==> config.mk <==
export PLATFORM = sky130hd
export DESIGN_NAME = round_controller_flat
export DESIGN_NICKNAME = d
export VERILOG_FILES = /design/src/rtl/game_pkg.sv /design/src/rtl/round_controller_if.sv /design/src/rtl/hit_detector.sv /design/src/rtl/round_controller.sv /design/src/flat_wrapper.sv
export SDC_FILE = /design/constraint.sdc
export NUM_CORES = 1
export LEC_CHECK = 0
export CORE_MARGIN = 3
export CORE_UTILIZATION = 50
export CTS_BUF_LIST = sky130_fd_sc_hd__clkbuf_4
export DETAILED_ROUTE_END_ITERATION = 6
export PLACE_DENSITY = 0.8
export SKIP_CTS_REPAIR_TIMING = 1
export SLEW_MARGIN = 20
export SYNTH_ARGS = -nofsm -noshare
export SYNTH_HDL_FRONTEND = slang
export SYNTH_SLANG_ARGS = --single-unit
==> constraint.sdc <==
create_clock -name clk_game -period 2 [get_ports clk_game]
set_clock_uncertainty 0.05 [all_clocks]
set_input_delay 0.3 -clock clk_game [delete_from_list [all_inputs] [get_ports clk_game]]
set_output_delay 0.3 -clock clk_game [all_outputs]
set_load 0.05 [all_outputs]
==> src/rtl/game_pkg.sv <==
// Shared encodings for the fighter game: fighter state codes, round states
// and playfield geometry.
package game_pkg;

   typedef enum logic [3:0] {
      F_IDLE         = 4'd0,
      F_LEFT         = 4'd1,
      F_RIGHT        = 4'd2,
      F_ATK1_START   = 4'd3,
      F_ATK1_ACTIVE  = 4'd4,
      F_ATK1_RECOVER = 4'd5,
      F_ATK2_START   = 4'd6,
      F_ATK2_ACTIVE  = 4'd7,
      F_ATK2_RECOVER = 4'd8,
      F_HURT         = 4'd9,
      F_BLOCK        = 4'd10
   } fighter_state_e;

   typedef enum logic [2:0] {
      RS_WAIT_START = 3'd0,
      RS_COUNTDOWN  = 3'd1,
      RS_FIGHT      = 3'd2,
      RS_HITSTOP    = 3'd3,
      RS_ROUND_END  = 3'd4,
      RS_MATCH_END  = 3'd5
   } round_state_e;

   localparam int CHAR_WIDTH   = 128;
   localparam int SCREEN_WIDTH = 640;
   localparam int ATK1_REACH   = 32;
   localparam int ATK2_REACH   = 48;

endpackage

==> src/rtl/round_controller_if.sv <==
// Fighter-side inputs and HUD-side outputs of the round controller.
// The controller owns the master modport; fighters/renderer sit on slave.
interface round_controller_if #(
   parameter int HEALTH_W = 2
);
   logic                start_button;
   logic [3:0]          state_p1;
   logic [3:0]          state_p2;
   logic [9:0]          char1_x;
   logic [9:0]          char2_x;
   logic                fighter_en;
   logic                fighter_rst;
   logic [2:0]          round_state;
   logic [HEALTH_W-1:0] health_p1;
   logic [HEALTH_W-1:0] health_p2;
   logic [1:0]          wins_p1;
   logic [1:0]          wins_p2;
   logic [1:0]          match_winner;
   logic                hit_flash;

   modport master (
      input  start_button, state_p1, state_p2, char1_x, char2_x,
      output fighter_en, fighter_rst, round_state, health_p1, health_p2,
             wins_p1, wins_p2, match_winner, hit_flash
   );

   modport slave (
      output start_button, state_p1, state_p2, char1_x, char2_x,
      input  fighter_en, fighter_rst, round_state, health_p1, health_p2,
             wins_p1, wins_p2, match_winner, hit_flash
   );
endinterface

==> src/rtl/hit_detector.sv <==
// Flags a landed hit on either fighter: attack ACTIVE entry edge, reach
// check in 12-bit unsigned arithmetic, and retreat-blocking by the defender.
module hit_detector #(
   parameter int CHAR_WIDTH = game_pkg::CHAR_WIDTH,
   parameter int ATK1_REACH = game_pkg::ATK1_REACH,
   parameter int ATK2_REACH = game_pkg::ATK2_REACH
) (
   input  logic       clk,
   input  logic       rst,
   input  logic [3:0] state_p1,
   input  logic [3:0] state_p2,
   input  logic [9:0] char1_x,
   input  logic [9:0] char2_x,
   output logic       hit_on_p1,
   output logic       hit_on_p2
);
   import game_pkg::*;

   logic [3:0] prev_p1_q;
   logic [3:0] prev_p2_q;
   logic       p1_edge;
   logic       p2_edge;

   function automatic logic is_active(input logic [3:0] st);
      return (st == F_ATK1_ACTIVE) || (st == F_ATK2_ACTIVE);
   endfunction

   // Right edge of p1's sprite plus the reach of the given attack.
   function automatic logic [11:0] strike_edge(input logic [9:0] x, input logic [3:0] st);
      return {2'b00, x} + 12'(CHAR_WIDTH)
             + ((st == F_ATK2_ACTIVE) ? 12'(ATK2_REACH) : 12'(ATK1_REACH));
   endfunction

   // NOTE: non-blocking assignments so every flop samples pre-edge values.
   always_ff @(posedge clk or posedge rst) begin
      if (rst) begin
         prev_p1_q <= F_IDLE;
         prev_p2_q <= F_IDLE;
      end else begin
         prev_p1_q <= state_p1;
         prev_p2_q <= state_p2;
      end
   end

   assign p1_edge   = is_active(state_p1) && (prev_p1_q != state_p1);
   assign p2_edge   = is_active(state_p2) && (prev_p2_q != state_p2);

   assign hit_on_p2 = p1_edge && (strike_edge(char1_x, state_p1) >= {2'b00, char2_x})
                      && (state_p2 != F_RIGHT);
   assign hit_on_p1 = p2_edge && ({2'b00, char2_x} <= strike_edge(char1_x, state_p2))
                      && (state_p1 != F_LEFT);

endmodule

==> src/rtl/round_controller.sv <==
// Match/round sequencer: health, round wins, fighter enable/respawn, winner.
// Define ROUND_TIMER_EN to add a per-round time limit decided on health.
module round_controller #(
   parameter int MAX_HEALTH       = 3,
   parameter int WINS_NEEDED      = 2,
   parameter int COUNTDOWN_FRAMES = 60,
   parameter int HITSTOP_FRAMES   = 8,
   parameter int END_FRAMES       = 120,
   parameter int CHAR_WIDTH       = game_pkg::CHAR_WIDTH,
   parameter int ATK1_REACH       = game_pkg::ATK1_REACH,
   parameter int ATK2_REACH       = game_pkg::ATK2_REACH
`ifdef ROUND_TIMER_EN
   ,parameter int ROUND_FRAMES    = 3600
`endif
) (
   input logic                clk_game,
   input logic                reset,
   round_controller_if.master bus
);
   import game_pkg::*;

   localparam int HEALTH_W = $clog2(MAX_HEALTH + 1);
   localparam logic [HEALTH_W-1:0] FULL_HEALTH = HEALTH_W'(MAX_HEALTH);

   round_state_e        state_q, state_d;
   logic [11:0]         frame_q, frame_d;
   logic [HEALTH_W-1:0] hp1_q, hp1_d, hp2_q, hp2_d;
   logic [1:0]          wins_p1_q, wins_p1_d, wins_p2_q, wins_p2_d;
   logic [1:0]          winner_q, winner_d;
   logic                en_q, en_d, respawn_q, respawn_d, flash_q, flash_d;
   logic                award;
   logic                hit_on_p1, hit_on_p2;

   hit_detector #(
      .CHAR_WIDTH (CHAR_WIDTH),
      .ATK1_REACH (ATK1_REACH),
      .ATK2_REACH (ATK2_REACH)
   ) u_hit_detector (
      .clk       (clk_game),
      .rst       (reset),
      .state_p1  (bus.state_p1),
      .state_p2  (bus.state_p2),
      .char1_x   (bus.char1_x),
      .char2_x   (bus.char2_x),
      .hit_on_p1 (hit_on_p1),
      .hit_on_p2 (hit_on_p2)
   );

`ifdef ROUND_TIMER_EN
   logic [11:0] round_frames_q, round_frames_d;

   always_comb begin
      round_frames_d = round_frames_q;
      if (state_q == RS_FIGHT)     round_frames_d = round_frames_q + 12'd1;
      if (state_d == RS_COUNTDOWN) round_frames_d = '0;
   end

   always_ff @(posedge clk_game or posedge reset) begin
      if (reset) round_frames_q <= '0;
      else       round_frames_q <= round_frames_d;
   end
`endif

   // NOTE: every variable of this block gets a default first, so no path infers a latch.
   always_comb begin
      state_d   = state_q;
      frame_d   = frame_q + 12'd1;
      hp1_d     = hp1_q;
      hp2_d     = hp2_q;
      wins_p1_d = wins_p1_q;
      wins_p2_d = wins_p2_q;
      winner_d  = winner_q;
      respawn_d = 1'b0;
      award     = 1'b0;

      case (state_q)
         RS_WAIT_START, RS_MATCH_END: begin
            if (bus.start_button) begin
               state_d   = RS_COUNTDOWN;
               hp1_d     = FULL_HEALTH;
               hp2_d     = FULL_HEALTH;
               wins_p1_d = '0;
               wins_p2_d = '0;
               winner_d  = 2'b00;
               respawn_d = 1'b1;
            end
         end
         RS_COUNTDOWN: begin
            if (frame_q == 12'(COUNTDOWN_FRAMES - 1)) state_d = RS_FIGHT;
         end
         RS_FIGHT: begin
            if (hit_on_p1 || hit_on_p2) begin
               if (hit_on_p1 && (hp1_q != '0)) hp1_d = hp1_q - 1'b1;
               if (hit_on_p2 && (hp2_q != '0)) hp2_d = hp2_q - 1'b1;
               state_d = RS_HITSTOP;
            end
`ifdef ROUND_TIMER_EN
            else if (round_frames_q >= 12'(ROUND_FRAMES - 1)) begin
               state_d = RS_ROUND_END;
               award   = 1'b1;
            end
`endif
         end
         RS_HITSTOP: begin
            if (frame_q == 12'(HITSTOP_FRAMES - 1)) begin
               if ((hp1_q == '0) || (hp2_q == '0)) begin
                  state_d = RS_ROUND_END;
                  award   = 1'b1;
               end else begin
                  state_d = RS_FIGHT;
               end
            end
         end
         RS_ROUND_END: begin
            if (frame_q == 12'(END_FRAMES - 1)) begin
               if (wins_p1_q == 2'(WINS_NEEDED)) begin
                  winner_d = 2'b01;
                  state_d  = RS_MATCH_END;
               end else if (wins_p2_q == 2'(WINS_NEEDED)) begin
                  winner_d = 2'b10;
                  state_d  = RS_MATCH_END;
               end else begin
                  hp1_d     = FULL_HEALTH;
                  hp2_d     = FULL_HEALTH;
                  respawn_d = 1'b1;
                  state_d   = RS_COUNTDOWN;
               end
            end
         end
         default: state_d = RS_WAIT_START;
      endcase

      // A KO always leaves the survivor ahead, so one rule serves KO and time-out.
      if (award) begin
         if (hp1_q > hp2_q)      wins_p1_d = wins_p1_q + 2'd1;
         else if (hp2_q > hp1_q) wins_p2_d = wins_p2_q + 2'd1;
      end

      if (state_d != state_q) frame_d = '0;
      en_d    = (state_d == RS_FIGHT);
      flash_d = (state_d == RS_HITSTOP);
   end

   always_ff @(posedge clk_game or posedge reset) begin
      if (reset) begin
         state_q   <= RS_WAIT_START;
         frame_q   <= '0;
         hp1_q     <= FULL_HEALTH;
         hp2_q     <= FULL_HEALTH;
         wins_p1_q <= '0;
         wins_p2_q <= '0;
         winner_q  <= 2'b00;
         en_q      <= 1'b0;
         respawn_q <= 1'b0;
         flash_q   <= 1'b0;
      end else begin
         state_q   <= state_d;
         frame_q   <= frame_d;
         hp1_q     <= hp1_d;
         hp2_q     <= hp2_d;
         wins_p1_q <= wins_p1_d;
         wins_p2_q <= wins_p2_d;
         winner_q  <= winner_d;
         en_q      <= en_d;
         respawn_q <= respawn_d;
         flash_q   <= flash_d;
      end
   end

   assign bus.round_state  = state_q;
   assign bus.health_p1    = hp1_q;
   assign bus.health_p2    = hp2_q;
   assign bus.wins_p1      = wins_p1_q;
   assign bus.wins_p2      = wins_p2_q;
   assign bus.match_winner = winner_q;
   assign bus.fighter_en   = en_q;
   assign bus.fighter_rst  = respawn_q;
   assign bus.hit_flash    = flash_q;

endmodule

==> src/flat_wrapper.sv <==
// flat-port wrapper written by rule: the top's interface ports become plain ports
module round_controller_flat import game_pkg::*;
#(
   parameter int MAX_HEALTH       = 3,
   parameter int WINS_NEEDED      = 2,
   parameter int COUNTDOWN_FRAMES = 60,
   parameter int HITSTOP_FRAMES   = 8,
   parameter int END_FRAMES       = 120,
   parameter int CHAR_WIDTH       = game_pkg::CHAR_WIDTH,
   parameter int ATK1_REACH       = game_pkg::ATK1_REACH,
   parameter int ATK2_REACH       = game_pkg::ATK2_REACH

)
  (clk_game, reset, bus_start_button, bus_state_p1, bus_state_p2, bus_char1_x, bus_char2_x, bus_fighter_en, bus_fighter_rst, bus_round_state, bus_health_p1, bus_health_p2, bus_wins_p1, bus_wins_p2, bus_match_winner, bus_hit_flash);
  round_controller_if bus_i ();
  input logic clk_game;
  input logic reset;
  input wire logic [$bits(bus_i.start_button)-1:0] bus_start_button;
  input wire logic [$bits(bus_i.state_p1)-1:0] bus_state_p1;
  input wire logic [$bits(bus_i.state_p2)-1:0] bus_state_p2;
  input wire logic [$bits(bus_i.char1_x)-1:0] bus_char1_x;
  input wire logic [$bits(bus_i.char2_x)-1:0] bus_char2_x;
  output wire logic [$bits(bus_i.fighter_en)-1:0] bus_fighter_en;
  output wire logic [$bits(bus_i.fighter_rst)-1:0] bus_fighter_rst;
  output wire logic [$bits(bus_i.round_state)-1:0] bus_round_state;
  output wire logic [$bits(bus_i.health_p1)-1:0] bus_health_p1;
  output wire logic [$bits(bus_i.health_p2)-1:0] bus_health_p2;
  output wire logic [$bits(bus_i.wins_p1)-1:0] bus_wins_p1;
  output wire logic [$bits(bus_i.wins_p2)-1:0] bus_wins_p2;
  output wire logic [$bits(bus_i.match_winner)-1:0] bus_match_winner;
  output wire logic [$bits(bus_i.hit_flash)-1:0] bus_hit_flash;
  assign bus_i.start_button = bus_start_button;
  assign bus_i.state_p1 = bus_state_p1;
  assign bus_i.state_p2 = bus_state_p2;
  assign bus_i.char1_x = bus_char1_x;
  assign bus_i.char2_x = bus_char2_x;
  assign bus_fighter_en = bus_i.fighter_en;
  assign bus_fighter_rst = bus_i.fighter_rst;
  assign bus_round_state = bus_i.round_state;
  assign bus_health_p1 = bus_i.health_p1;
  assign bus_health_p2 = bus_i.health_p2;
  assign bus_wins_p1 = bus_i.wins_p1;
  assign bus_wins_p2 = bus_i.wins_p2;
  assign bus_match_winner = bus_i.match_winner;
  assign bus_hit_flash = bus_i.hit_flash;
  round_controller #(.MAX_HEALTH(MAX_HEALTH), .WINS_NEEDED(WINS_NEEDED), .COUNTDOWN_FRAMES(COUNTDOWN_FRAMES), .HITSTOP_FRAMES(HITSTOP_FRAMES), .END_FRAMES(END_FRAMES), .CHAR_WIDTH(CHAR_WIDTH), .ATK1_REACH(ATK1_REACH), .ATK2_REACH(ATK2_REACH)) u_core (.clk_game(clk_game), .reset(reset), .bus(bus_i));
endmodule
==> summary.txt, run 1 <==
CTS buffer count - 5
mux cell area share after synthesis - 1.52%
Area Overhead vs Synth - 50.5%
area leader, netlist - dfrtp_1
die height - 80.8 um
leak pwr - 0.00201 uW
clock sink total - 36
Critical Path AT - 2.87 ns
prevailing post-synth register cell - dfrtp_1
gr usage total - 22.9%
Final HPWL DP - 5.72 mm
Final Net Count - 484
failing checks - negative setup slack
Startpoint Class - input port
DR DRC count - 0
Adder-Cell Fraction of Synth Area - 14.8%
Tightest Pin Transition - 0.530 ns
CTS Buffer Depth - 2
post-synthesis register bit count - 36
count of final max-slew check failures - 0
crit path kind - in -> reg
routability cong. - 0.861
Die Area - 6530 um2
Die Wd - 80.8 um
layout cells sized above 1 - 37.5%
syn nets - 365
Yosys top cell area share - 28.6%
XOR/XNOR share of the synthesized area - 7.78%
EDFF count, synth - 0
placed insts - 476
Worst-Skew Late Latency - 0.37 ns
vias per inst - 5.70
final WL - 8.27 mm
# Max-Cap Violations - 0
worst setup margin - -0.650 ns
CTS tree - built
largest family of logic cells by synthesized area - compound AO/OA/AOI/OAI gates
final hold violations - 0
ys async rst share - 100%
Layout Cells excl Fill - 491
endpoints failing setup - 19
CP Max Fanout - 5
Avg Cell Area, Syn - 9.29 um2
Worst Hold Class - in -> reg
Via Count - 2797
number of global-route vias before repair - 2651
status - finished with violations
CTS H-tree depth - 2
final period utilization - 133%
Warnings, synthesis - 0
DP Worst Slack - -1.42 ns
post-DR wirelength/cell - 16.8 um
total chip power - 3430 uW
drt first pass iters - 4
root buf cell - clkbuf_4
Max VDD drop - 0.741 mV
Core Rows - 26
simple-gate share of the synthesized area - 18.3%
RSZ-0062 raised after global routing - yes
global-route wire length before repair - 11.7 mm
P per Cell Area - 815 nW/um2
I/O pin count - 47
drt initial violations - 160
Critical Path RT - 2.22 ns
initial antenna violation count - 0
initial core utilization - 53.1%
largest net degree at the start of global routing - 37
Syn Inst Count - 301
remaining antenna violation count - 0
Synth area leaders - dfrtp_1 29%, ha_1 15%, a211oi_2 4.9%
sequential area share after synthesis - 32.4%
Slew HR - 64.6%
f_max - 377 MHz
Post-Syn Area - 2800 um2
n_diodes - 0
Port-buffer cells - 46
grt total ovfl - 0
Placeable Area - 5270 um2
Critical Path Sink Type - flip-flop
FILL cells - 330
Tmin final - 2.65 ns
Synth Area in Compound Gates - 19.1%
CTS clk-pin slew, worst paths - 0.11 ns
count of cell types in the netlist - 53
[state kept, by name, indices dropped and copies added (netlist names)]
signal and flops:
u_core.u_hit_detector.prev_p1_q 4, u_core.bus.wins_p2 2, u_core.bus.health_p2 2, u_core.frame_q 12, u_core.bus.fighter_rst 1, u_core.bus.hit_flash 1, u_core.bus.match_winner 2, u_core.bus.round_state 3
u_core.u_hit_detector.prev_p2_q 4, u_core.bus.wins_p1 2, u_core.bus.fighter_en 1, u_core.bus.health_p1 2
[final cells by class]
class	instances	area [um2]	share of cell area (%)
multi-input combinational	222	2000	47.4
timing repair buffer	119	1030	24.5
sequential	36	907	21.5
inverter	36	135	3.21
tap	70	87.6	2.08
clock buffer	6	45.0	1.07
clock inverter	2	7.51	0.178
[final timing paths]
| check | to | slack (ns) | cells after the start | from |
|---|---|---|---|---|
| max | u_core.frame_q[1] | -0.65 | 17 | bus_state_p2[3] |
| min | u_core.u_hit_detector.prev_p2_q[3] | 0.11 | 2 | bus_state_p2[3] |
| max reg2reg | u_core.frame_q[1] | -0.23 | 8 | u_core.frame_q[11] |
| min reg2reg | u_core.bus.match_winner[0] | 0.47 | 1 | u_core.bus.match_winner[0] |
| max in group asynchronous | u_core.bus.health_p2[1] | 1.24 | 3 | reset |
| min in group asynchronous | u_core.u_hit_detector.prev_p2_q[1] | 0.28 | 3 | reset |
[stage by stage]
stage                     instance area (um2)  setup TNS (ns)  hold slack (ns)  utilization, %
after floorplan                          2880           -9.15            0.281               -
after global placement                   3880          -23.27            0.441            73.6
after detailed placement                 3880          -25.14            0.446            73.6
after CTS                                3930          -18.26            0.293            74.6
after global routing                     4210          -12.57           0.0951            79.9
final                                    4210          -10.76            0.105            79.9
[routing by layer]
metal / track usage [%] / vias to the layer above / share of wire, %
li1: - / 1321 / -
met1: 28.7 / 1364 / 42
met2: 39.9 / 87 / 51
met3: 3.44 / 25 / 4.1
met4: 7.94 / 0 / 3.3
met5: 0 / - / 0
[critical path, stage by stage]
cell,delay [ns]
buf_6,0.09
nand2b_4,0.14
nor2_4,0.14
ha_4,0.17
inv_2,0.04
ha_4,0.17
nor2_4,0.10
xor2_1,0.07
ha_1,0.29
nand4_1,0.15
buf_4,0.17
nor2_2,0.11
o21a_1,0.19
o31ai_2,0.09
a22o_1,0.25
buf_4,0.17
a211oi_2,0.21
[report_power, final]
group | leakage (uW) | switching (uW) | total [uW] | internal, uW
sequential | 0.000456 | 96.2 | 966 | 870
combinational | 0.00152 | 1150 | 2050 | 907
clock | 0.0000307 | 268 | 412 | 144
[cells by family (layout without fill, tap and decap cells)]
kind of cell	after synthesis	count (layout)
AOI/OAI and AO/OA	68	68
xor gates and xnor gates	24	24
adders and majority gates	33	33
buffers and inverters	43	163
DFF	36	36
muxes	4	4
and+or+nand+nor	93	93
[synth_stat cells (2+ instances only)]
cell type,number
nor4_4,2
clkbuf_1,4
a211oi_1,6
a21oi_1,8
a311oi_1,3
nor3b_1,2
nor2_1,27
nor4b_1,3
nand3_1,11
ha_1,33
o211ai_1,4
mux2_2,2
nor4_1,2
nand2b_1,7
o22ai_1,2
inv_1,36
a31oi_1,3
xnor2_1,15
dfrtp_1,32
a41oi_1,2
nand2_1,15
and3_1,4
nor3_1,6
o21ai_0,14
mux2i_1,2
xor2_1,8
dfstp_2,4
a21o_1,2
o21a_1,2
nand4_1,7
a211oi_2,11
[layout by cell type (no fill, tap or decap), types with 3 or more instances in the layout]
| cell | instances |
|---|---|
| xor2_1 | 8 |
| ha_4 | 5 |
| o21ai_0 | 9 |
| dfstp_2 | 4 |
| o211ai_1 | 4 |
| nand2b_4 | 3 |
| dlymetal6s2s_1 | 11 |
| nand2b_1 | 4 |
| ha_1 | 26 |
| clkdlybuf4s50_1 | 26 |
| xnor2_1 | 15 |
| dfrtp_1 | 31 |
| inv_1 | 31 |
| nor2_2 | 4 |
| a211oi_2 | 13 |
| and3_1 | 3 |
| buf_4 | 78 |
| clkbuf_4 | 6 |
| nor2_1 | 21 |
| nand2_1 | 12 |
| nor4b_1 | 3 |
| a21oi_1 | 7 |
| nand3_1 | 9 |
| o21ai_1 | 5 |
| inv_2 | 5 |
| nor3_2 | 4 |
| nand4_1 | 7 |
(Power assumes the default switching activity.)
==> inputs of run 2 (changes only) <==
- MAX_ROUTING_LAYER: unset -> met4
==> run 2 against run 1 <==
  * The run still ends with negative setup slack left
  * Global-route usage grew 0.64 points
  * Design area stayed put
  * Critical path depth is the same
  * Combinational power about the same
  * Sequential cell count stayed put
  * Via count shrank 0.25%
  * Clock power shrank 1%
  * Largest power group unchanged
  * Highest routed layer unchanged
==> summary.txt, run 2 (same netlist as run 1, synthesis figures left out) <==
most frequent cells in the layout - 78 x buf_4, 31 x inv_1, 31 x dfrtp_1, 26 x ha_1, 26 x clkdlybuf4s50_1
f_max - 376 MHz (-0.46%)
crit path kind - in -> reg
Final HPWL DP - 5.72 mm (unchanged)
P per Cell Area - 813 nW/um2 (-0.29%)
DR DRC count - 0 (unchanged)
most common cell after layout, fill and taps aside - buf_4
gr usage total - 23.5% (+0.64 points)
post-DR wirelength/cell - 16.7 um (-0.76%)
grt total ovfl - 0 (unchanged)
Worst-Skew Late Latency - 0.37 ns (about the same)
count of final max-slew check failures - 0 (unchanged)
Max VDD drop - 0.738 mV (-0.30%)
number of global-route vias before repair - 2651 (unchanged)
vias per inst - 5.68 (-0.25%)
Tmin final - 2.66 ns (+0.0123 ns)
Worst Hold Class - in -> reg
final WL - 8.21 mm (-0.76%)
Critical Path RT - 2.22 ns (about the same)
Tightest Pin Transition - 0.527 ns (-0.00268 ns)
CP Max Fanout - 5 (unchanged)
worst setup margin - -0.662 ns (-0.0123 ns)
leak pwr - 0.00201 uW (unchanged)
Core Util, Final - 79.9% (unchanged)
multi-input gate area in the final layout - 2000 um2 (unchanged)
Die Area - 6530 um2 (unchanged)
clock sink total - 36 (unchanged)
CTS H-tree depth - 2 (unchanged)
Register Area - 907 um2 (unchanged)
CTS clk-pin slew, worst paths - 0.11 ns (about the same)
Critical Path Sink Type - flip-flop
global-route wire length before repair - 11.7 mm (about the same)
RSZ-0062 raised after global routing - yes
remaining antenna violation count - 0 (unchanged)
failing checks - negative setup slack
Area Overhead vs Synth - 50.5% (unchanged)
Final Net Count - 484 (unchanged)
root buf cell - clkbuf_4
top flop regs - u_core.frame_q (12), u_core.u_hit_detector.prev_p1_q (4), u_core.u_hit_detector.prev_p2_q (4)
initial core utilization - 53.1% (unchanged)
placed instance area - 3880 um2 (unchanged)
Core Rows - 26 (unchanged)
Slew HR - 64.7% (+0.18 points)
endpoints failing setup - 19 (unchanged)
register bank with the most flops - u_core.frame_q
final hold violations - 0 (unchanged)
status - finished with violations
n_diodes - 0 (unchanged)
CTS tree - built
I/O pin count - 47 (unchanged)
initial antenna violation count - 0 (unchanged)
routability cong. - 0.875 (+1.6%)
Largest register FFs - 12 (unchanged)
Startpoint Class - input port
Placeable Area - 5270 um2 (unchanged)
Critical Path AT - 2.88 ns (about the same)
Fin Hold WS - 0.106 ns (+0.00118 ns)
largest net degree at the start of global routing - 37 (unchanged)
Via Count - 2790 (-0.25%)
layout cells sized above 1 - 37.5% (unchanged)
CTS Buffer Depth - 2 (unchanged)
drt first pass iters - 4 (unchanged)
final period utilization - 133% (+0.61 points)
drt initial violations - 170 (+6.3%)
Port-buffer cells - 46 (unchanged)
FILL cells - 330 (unchanged)
Setup TNS Final - -10.85 ns (-0.0881 ns)
# Max-Cap Violations - 0 (unchanged)
final instance area - 4210 um2 (unchanged)
die height - 80.8 um (unchanged)
DP Worst Slack - -1.42 ns (unchanged)
CTS buffer count - 5 (unchanged)
Die Wd - 80.8 um (unchanged)
[run 2: cell counts in the layout (fill, tap and decap cells not counted)]
No cell type changed its count.
[run 2: worst max-delay path, stage by stage]
cell	delay [ns]
buf_6	0.09
nand2b_4	0.14
nor2_4	0.14
ha_4	0.17
inv_2	0.04
ha_4	0.17
nor2_4	0.10
xor2_1	0.07
ha_1	0.29
nand4_1	0.15
buf_4	0.17
nor2_2	0.11
o21a_1	0.20
o31ai_2	0.09
a22o_1	0.25
buf_4	0.17
a211oi_2	0.22
[run 2: cell type report]
class                           instances  area share [%]
Tap cell                               70            2.08
Clock buffer                            6            1.07
Multi-Input combinational cell        222            47.4
Clock inverter                          2           0.178
Inverter                               36            3.21
Timing Repair Buffer                  119            24.5
Sequential cell                        36            21.5
[run 2: worst paths after layout]
kind | start | end | slack [ns] | depth (start not counted)
max reg2reg | u_core.frame_q[11] | u_core.frame_q[2] | -0.24 | 8
min | bus_state_p2[3] | u_core.u_hit_detector.prev_p2_q[3] | 0.11 | 2
min reg2reg | u_core.bus.match_winner[0] | u_core.bus.match_winner[0] | 0.46 | 1
max | bus_state_p2[3] | u_core.frame_q[1] | -0.66 | 17
max in group asynchronous | reset | u_core.bus.health_p2[1] | 1.24 | 3
min in group asynchronous | reset | u_core.u_hit_detector.prev_p2_q[1] | 0.28 | 3
[run 2: where the power goes]
group          total (uW)  switching, uW  leakage, uW  internal, uW
sequential            966           95.9     0.000456           870
combinational        2050           1140      0.00152           907
clock                 407            263    0.0000307           144
total                3420           1500      0.00201          1920
[run 2: through the flow]
stage	power (uW)	std cells
floorplan	2080	301
global placement	2720	476
detailed placement	2780	476
CTS	3180	484
global route	3630	491
finish	3420	491
[run 2: per-layer routing]
metal,up-vias,GRT usage [%],share of wire [%]
li1,1323,-,-
met1,1347,28.6,41
met2,95,40.0,51
met3,25,3.44,4.3
met4,0,7.94,3.6
met5,-,-,0
==> inputs of run 3 (changes only) <==
- CORE_MARGIN: 3 -> unset
==> run 3 against run 2 <==
  * The flow still finishes with violations (negative setup slack)
  * Sequential share of layout area decreased by 0.089 points
  * Combinational power hardly changed
  * Die area down 9.7%
  * Worst setup slack better by 0.048 ns
  * Non-clock buffer count down 2
  * Sequential cell count is the same
  * Clock power shrank 6.6%
  * Utilization up 0.83 points
  * Cell count is 0.41% lower
  * Maximum frequency up 1.8%
  * Largest power group unchanged
  * Highest routed layer unchanged
==> summary.txt, run 3 (same netlist as run 1, synthesis figures left out) <==
CP max stage cell - ha_1
FILL cells - 287 (-13%)
vias per inst - 5.77 (+1.6%)
P per Cell Area - 804 nW/um2 (-1.1%)
Crit path max-delay family - compound AO/OA/AOI/OAI gates
Die Wd - 76.8 um (-5.0%)
post-DR wirelength/cell - 16.7 um (about the same)
Comb pwr share - 60.2% (+0.3 points)
placed insts - 473 (-0.63%)
Largest register FFs - 12 (unchanged)
drt first pass iters - 5 (+1)
Min-Delay Path Depth - 2 (unchanged)
f_max - 382 MHz (+1.8%)
RR Startpoint - u_core.frame_q[3]
R2R cell count - 8 (unchanged)
root buf cell - clkbuf_4
CTS clk-pin slew, worst paths - 0.11 ns (about the same)
DP Worst Slack - -1.36 ns (+0.0576 ns)
DR DRC count - 0 (unchanged)
total chip power - 3400 uW (-0.69%)
Startpoint Class - input port
most frequent cells in the layout - 72 x buf_4, 31 x inv_1, 31 x dfrtp_1, 26 x ha_1, 26 x clkdlybuf4s50_1
status - finished with violations
CP Max Fanout - 6 (+1)
CTS buffer count - 5 (unchanged)
CP Cell Sequence - dlymetal6s2s_1 > nand2b_4 > nor2_2 > ha_2 > inv_2 > ha_4 > nor2_2 > xnor2_1 > ha_1 > a21oi_2 > o211ai_1 > nor3_2 > o21ai_2 > a22o_4 > buf_12 > a211oi_2
Seq pwr share - 28.7% (+0.5 points)
count of final max-slew check failures - 0 (unchanged)
Critical Path RT - 2.21 ns (about the same)
grt total ovfl - 0 (unchanged)
CTS Buffer Depth - 2 (unchanged)
worst setup margin - -0.615 ns (+0.0477 ns)
net load switching power - 1500 uW (-0.13%)
Critical Path Sink Type - flip-flop
failing checks - negative setup slack
Clock power frac - 11.2% (-0.7 points)
I/O pin count - 47 (unchanged)
Core Rows - 26 (unchanged)
Final Net Count - 482 (-0.41%)
top flop regs - u_core.frame_q (12), u_core.u_hit_detector.prev_p1_q (4), u_core.u_hit_detector.prev_p2_q (4)
Final HPWL DP - 5.51 mm (-3.6%)
endpoints failing setup - 24 (+5)
Worst Hold Path EP - u_core.u_hit_detector.prev_p2_q[1]
Slew HR - 64.5% (-0.19 points)
final WL - 8.17 mm (-0.44%)
Area Overhead vs Synth - 51.1%
routability cong. - 0.901 (+3.0%)
reg-to-reg endpoint - u_core.frame_q[7]
Via Count - 2822 (+1.1%)
Tightest Pin Transition - 0.530 ns (+0.00313 ns)
P_int - 1900 uW (-1.1%)
die height - 76.8 um (-5.0%)
CTS tree - built
largest net degree at the start of global routing - 37 (unchanged)
Crit path buffers/inverters - 3 (-1)
Max VDD drop - 0.640 mV (-13%)
# Max-Cap Violations - 0 (unchanged)
most common cell after layout, fill and taps aside - buf_4
Port-buffer cells - 46 (unchanged)
crit path launch - bus_state_p1[3]
CTS H-tree depth - 2 (unchanged)
RSZ-0062 raised after global routing - yes
Sw Ratio - 44.1% (+0.25 points)
clock sink total - 36 (unchanged)
Die Area - 5900 um2 (-9.7%)
n_diodes - 0 (unchanged)
Crit path largest cell delay - 0.29 ns (about the same)
initial antenna violation count - 0 (unchanged)
Worst Hold Class - in -> reg
final period utilization - 131% (-2.4 points)
most frequent CP cell - nor2_2
Hold Crit Start - bus_state_p2[1]
Placeable Area - 5240 um2 (-0.62%)
Worst-Skew Late Latency - 0.34 ns (-0.03 ns)
number of global-route vias before repair - 2719 (+2.6%)
register bank with the most flops - u_core.frame_q
global-route wire length before repair - 11.6 mm (-0.83%)
Tmin final - 2.61 ns (-0.0478 ns)
crit path kind - in -> reg
gr usage total - 25.3% (+1.8 points)
leak pwr - 0.00200 uW (-0.45%)
Core Util, Final - 80.7% (+0.83 points)
initial core utilization - 53.4% (+0.33 points)
Critical Path AT - 2.82 ns (-0.06 ns)
Layout Cells excl Fill - 489 (-0.41%)
drt initial violations - 240 (+41%)
final hold violations - 0 (unchanged)
remaining antenna violation count - 0 (unchanged)
layout cells sized above 1 - 37.7% (+0.18 points)
reg2reg setup slack - -0.44 ns (-0.20 ns)
-- run 3: power groups by stage --
stage,Sequential (uW),Clock [uW],Combinational [uW]
6_report,974,380,2050
5_1_grt,981,420,2180
4_1_cts,961,384,1780
3_5_place_dp,974,0,1770
3_3_place_gp,964,0,1730
2_1_floorplan,1180,0,896
-- run 3: cell type report --
type                       count  area [um2]  area share (%)
multi-input combinational    222        1990            47.1
inverter                      36         135            3.20
clock buffer                   5        37.5           0.888
tap                           70        87.6            2.07
sequential                    36         907            21.5
clock inverter                 3        13.8           0.326
timing repair buffer         117        1050            24.9
-- run 3: layer usage --
| layer | up-vias | wire (um) | GRT usage, % |
|---|---|---|---|
| met3 | 30 | 360 | 3.93 |
| li1 | 1318 | - | - |
| met5 | - | 0 | - |
| met2 | 117 | 4300 | 45.4 |
| met4 | 0 | 272 | 9.04 |
| met1 | 1357 | 3240 | 28.3 |
-- run 3: worst max path at each step --
stage	endpoint	cells after the start
after detailed placement	u_core.frame_q[0]	16
after CTS	u_core.frame_q[0]	16
after global routing	u_core.frame_q[3]	16
after global placement	u_core.frame_q[11]	16
final	u_core.frame_q[7]	16
after floorplan	u_core.frame_q[10]	15
-- run 3: through the flow --
stage / hold slack, ns / TNS, ns / area, um2
finish: 0.182 / -11.38 / 4230
global route: 0.180 / -13.69 / 4230
CTS: 0.315 / -16.57 / 3920
detailed placement: 0.455 / -23.27 / 3870
global placement: 0.440 / -22.17 / 3870
floorplan: 0.281 / -9.15 / 2880
